===== src/rtl/lif_neuron_layer.sv =====
// Layer of leaky integrate-and-fire neurons with a serial configuration chain.
// Optional refractory counters are enabled by defining LIF_REFRACTORY_EN.
module lif_neuron_layer #(
    parameter int WIDTH    = 8,
    parameter int WEIGHT_W = 4,
    parameter int POT_W    = 8,
    parameter int REFRACT  = 2
) (
    input  logic             clk,
    input  logic             rst,
    input  logic             cfg_en,
    input  logic             cfg_in,
    output logic             cfg_out,
    input  logic             step,
    input  logic [WIDTH-1:0] spike_in,
    output logic [WIDTH-1:0] spike_out
);
    localparam int CFG_BITS   = 3 * WEIGHT_W + POT_W + 3;
    localparam int CHAIN_BITS = WIDTH * CFG_BITS;
    localparam int SUM_W      = POT_W + 2;

    if (REFRACT < 0) begin : g_bad_refract
        $error("REFRACT must be non-negative");
    end

    logic [CHAIN_BITS-1:0] chain;
    logic [WIDTH+1:0]      spike_pad;
    logic [WIDTH-1:0]      fire;

    // Zero pads at both ends stop the edge neurons from seeing a wrapped neighbour.
    assign spike_pad = {1'b0, spike_in, 1'b0};

    function automatic logic signed [SUM_W-1:0] gated(input logic en,
                                                      input logic signed [WEIGHT_W-1:0] w);
        return en ? {{(SUM_W - WEIGHT_W){w[WEIGHT_W-1]}}, w} : '0;
    endfunction

    // NOTE: sequential state uses <= so every neuron sees the same pre-edge chain and potentials.
    always_ff @(posedge clk or posedge rst) begin
        if (rst)         chain <= '0;
        else if (cfg_en) chain <= {chain[CHAIN_BITS-2:0], cfg_in};
    end

    assign cfg_out = chain[CHAIN_BITS-1];

    always_ff @(posedge clk or posedge rst) begin
        if (rst)                   spike_out <= '0;
        else if (cfg_en || !step)  spike_out <= '0;
        else                       spike_out <= fire;
    end

    for (genvar i = 0; i < WIDTH; i++) begin : g_neuron
        logic signed [WEIGHT_W-1:0] wl, wc, wr;
        logic signed [POT_W-1:0]    thr, pot, pot_sat;
        logic [2:0]                 leak;
        logic signed [SUM_W-1:0]    pot_ext, stim, decay, pot_raw;
        logic                       refractory;

        assign {wl, wc, wr, thr, leak} = chain[i*CFG_BITS +: CFG_BITS];
        assign pot_ext = {{2{pot[POT_W-1]}}, pot};
        assign stim    = gated(spike_pad[i], wl) + gated(spike_pad[i+1], wc)
                       + gated(spike_pad[i+2], wr);

        // NOTE: each always_comb output gets a default first, so no latch is inferred.
        always_comb begin
            decay = '0;
            if (leak != 3'd0) decay = pot_ext >>> leak;
        end

        assign pot_raw = pot_ext - decay + stim;

        // Clamp when the guard bits disagree with the POT_W sign bit.
        always_comb begin
            pot_sat = pot_raw[POT_W-1:0];
            if (pot_raw[SUM_W-1:POT_W-1] != '0 && pot_raw[SUM_W-1:POT_W-1] != '1)
                pot_sat = pot_raw[SUM_W-1] ? {1'b1, {(POT_W-1){1'b0}}}
                                           : {1'b0, {(POT_W-1){1'b1}}};
        end

        assign fire[i] = !refractory && (pot_sat > thr);

        always_ff @(posedge clk or posedge rst) begin
            if (rst)         pot <= '0;
            else if (cfg_en) pot <= '0;
            else if (step)   pot <= (fire[i] || refractory) ? '0 : pot_sat;
        end

`ifdef LIF_REFRACTORY_EN
        localparam int CNT_W = (REFRACT > 0) ? $clog2(REFRACT + 1) : 1;
        logic [CNT_W-1:0] cnt;

        assign refractory = (cnt != '0);

        always_ff @(posedge clk or posedge rst) begin
            if (rst)         cnt <= '0;
            else if (cfg_en) cnt <= '0;
            else if (step) begin
                if (refractory)   cnt <= cnt - 1'b1;
                else if (fire[i]) cnt <= CNT_W'(REFRACT);
            end
        end
`else
        assign refractory = 1'b0;
`endif
    end
endmodule


===== config.mk =====
export PLATFORM = sky130hd
export DESIGN_NAME = lif_neuron_layer
export DESIGN_NICKNAME = d
export VERILOG_FILES = /design/src/rtl/lif_neuron_layer.sv
export SDC_FILE = /design/constraint.sdc
export NUM_CORES = 1
export LEC_CHECK = 0
export BUFFER_PORTS_ARGS = -buffer_cell sky130_fd_sc_hd__buf_4
export CAP_MARGIN = 20
export CORE_MARGIN = 3
export CORE_UTILIZATION = 60
export CTS_BUF_LIST = sky130_fd_sc_hd__clkbuf_8
export CTS_CLUSTER_DIAMETER = 150
export DETAILED_ROUTE_END_ITERATION = 10
export GPL_TIMING_DRIVEN = 0
export HOLD_SLACK_MARGIN = 0.1
export PLACE_DENSITY = 0.76
export SLEW_MARGIN = 5
export SYNTH_ARGS = -nofsm -noshare
export SYNTH_HDL_FRONTEND = slang
export SYNTH_SLANG_ARGS = --single-unit

===== constraint.sdc =====
create_clock -name clk -period 15.5 [get_ports clk]
set_input_delay 1.55 -clock clk [delete_from_list [all_inputs] [get_ports clk]]
set_output_delay 1.55 -clock clk [all_outputs]
set_load 0.01 [all_outputs]

==> out/qor.csv, run 1 <==
stage,metric,value,unit
layout,"most common cell after layout, fill and taps aside",inv_1,
grt,initial antenna violation count,0,
grt,largest net degree at the start of global routing,111,
hold_path,worst hold path type,reg2reg,
sta,Slew Limit Fails,0,
synthesis,Mapped Cells,2277,
critical_path,Worst Path Required,15980,ps
placed_design,Final GP Congestion,0.915,
synthesis,#FFs+latches synth,256,
routing,Avg WL per Cell,16.0,um
routing,drt total wl,45.5,mm
synthesis,Post-synth EDFFs,0,
synthesis,Synth Net Count,2616,
sta,Final TNS setup,0,ps
routing,DRC violations left,0,
synthesis,Synth Area in Adders,0.254,
floorplan,die extent in y,194,um
grt,global route overflow,0,
clock_network,hold buffer count at cts,0,
synthesis,Synth Flop Type,dfrtp_1,
grt,first-pass GRT wire length,78.4,mm
layout,P&R area growth vs syn,8.49,%
clock_network,CTS Buf Count,46,
sta,Max-slew headroom,0.336,
placed_design,dpl hpwl,35.2,mm
floorplan,Initial Util,0.612,
critical_path,Worst Path Buf+Inv,4,
sta,unrepaired setup endpoints after global routing,false,
synthesis,top cell type's share of synthesized area,0.301,
critical_path,CP Cell Sequence,buf_4 > clkbuf_1 > and2_1 > fa_1 > fa_1 > inv_1 > fa_1 > inv_1 > ha_1 > a21o_1 > a21oi_1 > nand2_1 > o311a_1 > o211ai_1 > and2_1 > nor2_1 > ha_1 > a2111oi_0 > o21a_1 > o21ai_0 > a21oi_1 > nand2b_1 > o21ai_0,
sta,endpoints failing setup,0,
synthesis,post-synthesis mux area share,0.0854,
sta,count of final hold-check violations,0,
critical_path,crit-path most repeated cell,fa_1,
synthesis,Synth Area in Compound Gates,0.132,
routing,vias per cell,5.58,
critical_path,Worst setup EP type,flop,
sta,fin crit period,7320,ps
critical_path,WP data arrival,7800,ps
synthesis,Synth Area per Inst,9.36,um2
synthesis,Synth cell types,65,
layout,fin nets,2687,
floorplan,Die X,194,um
flow_run,Max Cap Violations,0,
routing,vias,15800,
floorplan,# IOs,22,
routing,Detail Route Antenna Nets,0,
critical_path,CP Launch Type,input port,
clock_network,post-CTS setup buffer count,0,
clock_network,Bufs on Longest Clock Path,3,
grt,vias in the first global route,16500,
clock_network,clock root buffer,clkbuf_8,
routing,drt pass-1 iters,5,
placed_design,I/O Buffers,21,
synthesis,Simple-Gate Fraction of Synth Area,0.124,
synthesis,area share of xor/xnor cells in the synthesized design,0.0247,
floorplan,Core Footprint,34800,um2
floorplan,Rows,68,
synthesis,main combinational cell family by area after synthesis,adder cells,
layout,ant diodes,0,
critical_path,critical path's top delay family,compound AO/OA/AOI/OAI gates,
synthesis,sequential area share after synthesis,0.301,
critical_path,CP max stage delay,520,ps
critical_path,Crit-path slowest cell,clkbuf_1,
synthesis,top area cells in the synthesized netlist,"dfrtp_1 (30%), fa_1 (17%), ha_1 (8.7%), mux2_2 (7.3%), inv_1 (6.4%)",
clock_network,post-cts resize count,0,
synthesis,Post-synth ARST share,1.00,
clock_network,Worst-path clk slew,70,ps
status,outcome,"complete, no violations",
critical_path,critical path peak fanout,10,
grt,GRT Total Usage,0.247,
floorplan,Die ar.,37800,um2
clock_network,clk_lat worst skew,580,ps
sta,Final Cycle Share,0.472,
synthesis,Synth warnings,0,
critical_path,critical setup path kind,in2reg,
clock_network,Clock Sinks,256,
sta,slew of the pin with the lowest slew margin,996,ps
synthesis,"Cell Area, Synth",21300,um2
layout,layout cells sized above 1,0.118,
sta,Max Fclk,137,MHz
routing,initial DRC count,890,
clock_network,CTS tree,done,
layout,most frequent cells in the layout,"inv_1 (369), dfrtp_1 (256), nand2_1 (250)",
synthesis,largest area contributor in the netlist,dfrtp_1,
sta,Setup Skew,18.8,ps
clock_network,Max H-tree Level,2,
==> worst paths after layout <==
path,start,cells past startpoint,slack (ps),end
worst min-delay path,chain[124],2,480,chain[125]
min in group asynchronous,rst,2,950,chain[23]
worst max-delay path,spike_in[4],23,8180,g_neuron[5].pot[3]
worst max register to register,chain[115],26,8560,g_neuron[5].pot[3]
worst min register to register,chain[124],2,480,chain[125]
max in group asynchronous,rst,3,13700,g_neuron[6].pot[1]
==> Yosys cell counts, types with 7 or more instances <==
library cell	n
o21ai_1	26
o211ai_1	13
a21oi_1	106
a211oi_1	9
nor2b_1	20
nand2b_1	36
xnor2_1	38
nor2_1	140
dfrtp_1	256
nand2_1	250
o21bai_1	7
nand3_1	20
o31ai_1	8
clkbuf_1	82
a22o_1	9
a21o_1	22
o31a_1	7
a22oi_1	11
ha_1	148
nor4b_1	7
nand4_1	13
mux2i_1	13
fa_1	178
inv_1	363
o21ai_2	14
and2_1	52
xor2_1	22
o21a_1	10
nor3_1	14
o21ai_0	159
mux2_2	138
a31oi_1	12
==> worst register-to-register path, delay by kind of cell, from the launching register on <==
kind,cells,cell delay [ps]
AO/OA/AOI/OAI,9,2230
XOR/XNOR,1,170
adder cells (fa/ha/maj),6,2370
buffers and inverters,5,890
flip-flops,1,340
AND/OR/NAND/NOR,5,860
==> through the flow <==
stage / hold WS [ps] / instances / setup slack (ps) / utilization / area [um2]
2_1_floorplan: 450 / 2277 / 6910 / - / 21300
3_3_place_gp: 460 / 2753 / 4270 / 0.633 / 22000
3_5_place_dp: 466 / 2755 / 7640 / 0.635 / 22100
4_1_cts: 478 / 2838 / 8240 / 0.664 / 23100
5_1_grt: 494 / 2838 / 7810 / 0.664 / 23100
6_report: 479 / 2838 / 8180 / 0.664 / 23100
==> metal layers <==
metal / up-vias / part of all wire / GRT usage / wire (um)
li1: 7618 / - / - / -
met5: - / 0 / 0 / 0
met4: 0 / 0.031 / 0.0835 / 1410
met1: 7759 / 0.44 / 0.333 / 20100
met3: 108 / 0.040 / 0.0317 / 1820
met2: 352 / 0.49 / 0.418 / 22100
==> registers in the layout, indices dropped and copies added (netlist names) <==
name          flops
chain           184
g_neuron.pot     64
spike_out         8
==> cells by family (layout without fill, tap and decap cells) <==
group / after synthesis / after routing
AOI/OAI and AO/OA: 453 / 453
xor gates and xnor gates: 60 / 60
adders and majority gates: 326 / 326
buffers and inverters: 449 / 555
DFF: 256 / 256
muxes: 157 / 157
and+or+nand+nor: 576 / 576
==> final cells by class <==
class,instances,area (um2)
multi-input cells,1572,13200
clock buffers,61,840
well taps,455,569
flip-flops and latches,256,6410
inverters,363,1370
clock inverters,22,180
fillers,2785,11700
repair buffers,23,213
plain buffers,86,328
Power of run 1 is not shown: default switching activity piles up to over one toggle a cycle in this logic, so the estimate is an artifact.
==> run 2, diff against run 1 <==
- PLACE_DENSITY: 0.76 -> 0.79
- clock period: 15.5 -> 5.85 ns (I/O delays scaled with it)
==> run 2 against run 1 <==
The run now ends with negative setup slack left. Via count increased by 7.6%. Clock skew increased by 3.4 ps. Die area unchanged. Hold slack got worse by 210 ps. Routed wire length increased by 18%. Flip-flop and latch count unchanged. Cell count increased by 3.1%. Clock-buffer cell count decreased by 2. Global-route usage increased by 1.2 points. First-iteration DRC count increased by 42%. Worst setup slack got worse by 8300 ps.
==> out/qor.csv, run 2 (synthesized netlist as in run 1, its figures left out) <==
stage,metric,value,unit,change
sta,"Worst Setup Slack, final",-146,ps,-8330 ps
critical_path,CP max stage delay,520,ps,about the same
critical_path,R2R Setup Slk,-150,ps,-8710 ps
sta,Max-slew headroom,0.245,,-0.0907
critical_path,Reg-to-Reg Start,chain[116],,
layout,fin nets,2775,,+3.3%
floorplan,Die X,194,um,unchanged
sta,Final Cycle Share,1.02,,
floorplan,# IOs,22,,unchanged
sta,count of final hold-check violations,0,,unchanged
clock_network,clk_lat worst skew,570,ps,about the same
routing,drt total wl,53.6,mm,+18%
floorplan,Core Footprint,34800,um2,unchanged
grt,GRT Total Usage,0.259,,+0.0120
layout,top flop regs,"chain x184, g_neuron.pot x64, spike_out x8",,
sta,Max Fclk,167,MHz,
critical_path,number of cells on the critical path,30,,+30%
critical_path,reg2reg end,g_neuron[5].pot[7],,
sta,Slew Limit Fails,0,,unchanged
critical_path,crit-path most repeated cell,buf_4,,
clock_network,CTS tree,done,,
grt,initial antenna violation count,0,,unchanged
layout,number of flip-flops in the largest register,184,,unchanged
placed_design,Final GP Congestion,0.902,,-1.4%
placed_design,dpl hpwl,35.8,mm,+1.7%
clock_network,Worst-path clk slew,60,ps,about the same
sta,fin crit period,6000,ps,
critical_path,Worst Path Buf+Inv,9,,+5
layout,most frequent cells in the layout,"inv_1 (351), nand2_1 (245), dfrtp_1 (223)",,
placed_design,dpl cells,2760,,+0.18%
critical_path,critical path peak fanout,7,,-3
floorplan,Rows,68,,unchanged
clock_network,Max H-tree Level,2,,unchanged
layout,P&R area growth vs syn,20.6,%,
layout,Top reg by flops,chain,,
clock_network,Bufs on Longest Clock Path,3,,unchanged
routing,Detail Route Antenna Nets,0,,unchanged
critical_path,worst setup path start,chain[116],,
critical_path,critical setup path kind,reg2reg,,
floorplan,die extent in y,194,um,unchanged
placed_design,I/O Buffers,21,,unchanged
floorplan,Initial Util,0.612,,unchanged
routing,vias,17000,,+7.6%
layout,layout cells sized above 1,0.285,,+0.167
critical_path,last element of the critical path,g_neuron[5].pot[7],,
critical_path,Crit-path slowest cell,fa_1,,
routing,DRC violations left,0,,unchanged
critical_path,critical path's top delay family,adder cells,,
layout,"most common cell after layout, fill and taps aside",inv_1,,
flow_run,Max Cap Violations,0,,unchanged
floorplan,Die ar.,37800,um2,unchanged
status,outcome,finished with violations,,
clock_network,Clock Sinks,256,,unchanged
grt,first-pass GRT wire length,82.3,mm,+5.0%
sta,endpoints failing setup,16,,+16
critical_path,Worst Reg2Reg Path Length in Cells,30,,+15%
status,failing checks,negative setup slack,,
critical_path,Worst Path Required,6300,ps,-9680 ps
clock_network,clock root buffer,clkbuf_8,,
critical_path,CP Launch Type,flop,,
layout,ant diodes,0,,unchanged
grt,global route overflow,0,,unchanged
grt,vias in the first global route,17100,,+3.7%
routing,initial DRC count,1263,,+42%
hold_path,worst hold path type,in2reg,,
critical_path,WP data arrival,6450,ps,-1350 ps
routing,drt pass-1 iters,6,,+1
grt,largest net degree at the start of global routing,42,,-62%
sta,unrepaired setup endpoints after global routing,true,,
routing,vias per cell,5.82,,+4.4%
critical_path,Worst setup EP type,flop,,
clock_network,CTS Buf Count,45,,-2.2%
sta,slew of the pin with the lowest slew margin,1130,ps,+132 ps
sta,Setup Skew,22.2,ps,+3.40 ps
layout,Post-Layout Cell Count,2927,,+3.1%
routing,Avg WL per Cell,18.3,um,+14%
## run 2: layout make-up
cell class / count / area (um2)
Multi-Input combinational cell: 1572 / 14800
Fill cell: 2208 / 9090
Sequential cell: 256 / 6450
Inverter: 363 / 1370
Timing Repair Buffer: 129 / 1130
Clock buffer: 59 / 812
Tap cell: 455 / 569
Buffer: 69 / 377
Clock inverter: 24 / 219
## run 2: worst min-delay path by stage
stage | from | to | slack, ps | cells past startpoint
after floorplan | g_neuron[4].pot[0] | g_neuron[4].pot[0] | 450 | 2
after global placement | chain[124] | chain[125] | 460 | 2
after detailed placement | chain[76] | chain[77] | 470 | 2
after CTS | cfg_in | chain[0] | 240 | 2
after global routing | cfg_in | chain[0] | 260 | 2
final | cfg_in | chain[0] | 260 | 2
## run 2: timing repair
item	in CTS	in global routing
pin swaps	58	159
resized for setup	159	344
buffers inserted	50	51
endpoints found under the hold margin	18	0
endpoints found under the setup margin	69	72
hold buffers	1	0
## run 2: metal layers
| layer | up-vias | wire (um) | global-route usage |
|---|---|---|---|
| met5 | - | 0 | 0 |
| met4 | 0 | 2190 | 0.0971 |
| met3 | 175 | 2450 | 0.0347 |
| met2 | 544 | 27200 | 0.439 |
| met1 | 8529 | 21700 | 0.344 |
| li1 | 7800 | - | - |
## run 2: worst reg2reg max path, delay by kind of cell (launching register included)
kind            cells  cell delay, ps
compound gates      7            1490
fa+ha+maj           5            1740
buf+inv             9            1060
flops               1             470
simple gates        9            1140
## run 2: stage by stage
step	hold slack (ps)	cell area, um2	setup WS (ps)	utilization	setup TNS (ps)
floorplan	450	21300	19.1	-	0
global placement	458	22000	-894	0.633	-31040
detailed placement	467	22200	-996	0.637	-38820
CTS	239	24000	1.31	0.690	0
global route	261	25700	-345	0.739	-9140
finish	265	25700	-146	0.739	-1040
Power of run 2 is left out for the same reason.
==> run 3, diff against run 2 <==
- ABC_AREA: unset -> 1
- CAP_MARGIN: 20 -> unset
==> run 3 against run 2 <==
The run now ends clean. Clock skew fell by 9.7 ps. First-iteration DRC count rose by 17%. Hold slack got worse by 12 ps. Critical path type unchanged. Utilization fell by 5.9 points. Design area fell by 2.7%. Flip-flop and latch count did not move. Critical endpoint is now g_neuron[2].pot[7]. Cell count rose by 26%.
==> out/qor.csv, run 3 <==
stage,metric,value,unit,change
synthesis,Post-synth EDFFs,0,,unchanged
synthesis,top cell type's share of synthesized area,0.284,,-0.0166
floorplan,Die ar.,40000,um2,+5.6%
critical_path,critical path peak fanout,8,,+1
status,outcome,"complete, no violations",,
layout,Fillers,3017,,+37%
sta,Setup Skew,12.6,ps,-9.67 ps
clock_network,CTS Buf Count,45,,unchanged
critical_path,CP max stage delay,490,ps,-30 ps
clock_network,Clock Sinks,256,,unchanged
critical_path,WP data arrival,6160,ps,-290 ps
synthesis,Synth cell types,44,,-32%
hold_path,WHS Endpoint,chain[0],,
critical_path,CP Launch Type,flop,,
layout,"most common cell after layout, fill and taps aside",nand2_1,,
placed_design,I/O Buffers,18,,-14%
sta,Max Fclk,177,MHz,+6.1%
placed_design,placed inst area,23400,um2,+5.6%
clock_network,Bufs on Longest Clock Path,3,,unchanged
critical_path,Crit-path slowest cell,fa_1,,
clock_network,CTS tree,done,,
placed_design,Final GP Congestion,0.932,,+3.4%
floorplan,Rows,70,,+2.9%
layout,layout cells sized above 1,0.0939,,-0.191
hold_path,HP Start,cfg_in,,
synthesis,Post-synth ARST share,1.00,,unchanged
critical_path,Worst Reg2Reg Path Length in Cells,34,,+13%
floorplan,Initial Util,0.613,,+0.000698
layout,Top reg by flops,chain,,
critical_path,Worst setup EP type,flop,,
synthesis,Synth Net Count,3429,,+31%
layout,fin nets,3523,,+27%
layout,number of flip-flops in the largest register,184,,unchanged
synthesis,"count leader, synth",nand2_1,,
layout,ant diodes,0,,unchanged
clock_network,clock root buffer,clkbuf_8,,
sta,endpoints failing setup,0,,-16
layout,post-route cell area,25000,um2,-2.7%
grt,GRT Total Usage,0.272,,+0.0131
hold_path,number of cells on the worst hold path,3,,+1
clock_network,Worst-path clk slew,60,ps,about the same
critical_path,reg2reg end,g_neuron[2].pot[7],,
sta,Max-slew headroom,0.443,,+0.197
sta,fin crit period,5650,ps,-346 ps
placed_design,dpl hpwl,40.8,mm,+14%
synthesis,"Cell Area, Synth",22600,um2,+5.8%
grt,initial antenna violation count,0,,unchanged
synthesis,#FFs+latches synth,256,,unchanged
routing,Detail Route Antenna Nets,0,,unchanged
synthesis,Mapped Cells,3090,,+36%
critical_path,R2R Setup Slk,200,ps,+350 ps
grt,global route overflow,0,,unchanged
synthesis,Synth Area per Inst,7.30,um2,-22%
critical_path,Worst Path Required,6360,ps,+60 ps
sta,count of final hold-check violations,0,,unchanged
sta,slew of the pin with the lowest slew margin,836,ps,-292 ps
routing,drt total wl,53.6,mm,about the same
synthesis,top area cells in the synthesized netlist,"dfrtp_1 (28%), nand2_1 (19%), fa_1 (16%), inv_1 (9.9%), ha_1 (8.2%)",,
layout,post-layout util,0.680,,-0.0591
clock_network,Max H-tree Level,2,,unchanged
critical_path,critical setup path kind,reg2reg,,
routing,vias,19600,,+15%
floorplan,Core Footprint,36800,um2,+5.7%
routing,initial DRC count,1478,,+17%
synthesis,sequential area share after synthesis,0.284,,-0.0166
synthesis,Synth Flop Type,dfrtp_1,,
grt,vias in the first global route,19200,,+12%
synthesis,Post-synth top cells,"nand2_1 (1,137), inv_1 (593), dfrtp_1 (256)",,
flow_run,Max Cap Violations,0,,unchanged
grt,largest net degree at the start of global routing,40,,-4.8%
layout,most frequent cells in the layout,"nand2_1 (1,118), inv_1 (601), dfrtp_1 (249)",,
floorplan,die extent in y,200,um,+2.8%
sta,final hold slack,253,ps,-12.0 ps
critical_path,crit-path most repeated cell,nand2_1,,
sta,Final TNS setup,0,ps,+1040 ps
layout,top flop regs,"chain x184, g_neuron.pot x64, spike_out x8",,
sta,Final Cycle Share,0.966,,-0.0592
layout,P&R area growth vs syn,10.8,%,
routing,vias per cell,5.31,,-8.8%
routing,Avg WL per Cell,14.6,um,-21%
clock_network,clk_lat worst skew,600,ps,+30 ps
routing,DRC violations left,0,,unchanged
grt,first-pass GRT wire length,89.5,mm,+8.8%
synthesis,largest area contributor in the netlist,dfrtp_1,,
synthesis,Synth warnings,0,,unchanged
hold_path,worst hold path type,in2reg,,
sta,Slew Limit Fails,0,,unchanged
floorplan,Die X,200,um,+2.8%
routing,drt pass-1 iters,6,,unchanged
floorplan,# IOs,22,,unchanged
critical_path,Reg-to-Reg Start,chain[46],,
run 3: layout make-up:
class                           instances  area, um2  share of cell area
Inverter                              617       2340              0.0934
Clock buffer                           62        853              0.0341
Timing Repair Buffer                   52        493              0.0197
Clock inverter                         16       68.8             0.00275
Tap cell                              468        586              0.0234
Buffer                                 74        407              0.0163
Sequential cell                       256       6410               0.257
Multi-Input combinational cell       2138      13800               0.554
run 3: layer usage:
layer	vias to the layer above	track usage	routed length (um)	share of wire
met1	9418	0.366	23600	0.44
li1	9570	-	-	-
met4	0	0.0770	1170	0.022
met3	93	0.0436	2690	0.050
met2	473	0.463	26100	0.49
met5	-	0	0	0
run 3: kinds of logic (layout without fill, tap and decap cells):
logic type | after synthesis | count (layout) | share of synthesized area
simple gates | 1451 | 1451 | 0.258
buf+inv | 696 | 821 | 0.120
fa+ha+maj | 326 | 326 | 0.240
compound gates | 306 | 306 | 0.0763
flops | 256 | 256 | 0.284
xor+xnor | 42 | 42 | 0.0163
mux | 13 | 13 | 0.00577
run 3: what timing repair did:
action	4_1_cts	5_1_grt
endpoints found under the hold margin	19	0
endpoints found under the setup margin	48	70
hold buffers	1	0
gates resized for setup	12	132
pin swaps	0	37
buffers inserted	0	26
run 3: worst max-delay path by stage:
| stage | startpoint | cells past startpoint | to |
|---|---|---|---|
| floorplan | chain[69] | 35 | g_neuron[3].pot[0] |
| global placement | chain[69] | 35 | g_neuron[3].pot[7] |
| detailed placement | spike_in[2] | 31 | g_neuron[3].pot[7] |
| CTS | chain[23] | 34 | g_neuron[1].pot[2] |
| global route | chain[138] | 37 | g_neuron[6].pot[5] |
| finish | chain[46] | 34 | g_neuron[2].pot[7] |
run 3: through the flow:
stage	setup slack, ps	cells
detailed placement	-213	3583
CTS	14.4	3659
global route	-99.2	3683
floorplan	541	3090
finish	201	3683
global placement	-148	3576
run 3: worst max-delay path, delay by kind of cell, from the launching register on:
family                     cells  cell delay (ps)
and+or+nand+nor               17             1660
adders and majority gates      6             2220
AOI/OAI and AO/OA              4              770
DFF                            1              410
buffers and inverters          7              490
Power of run 3 is left out for the same reason.
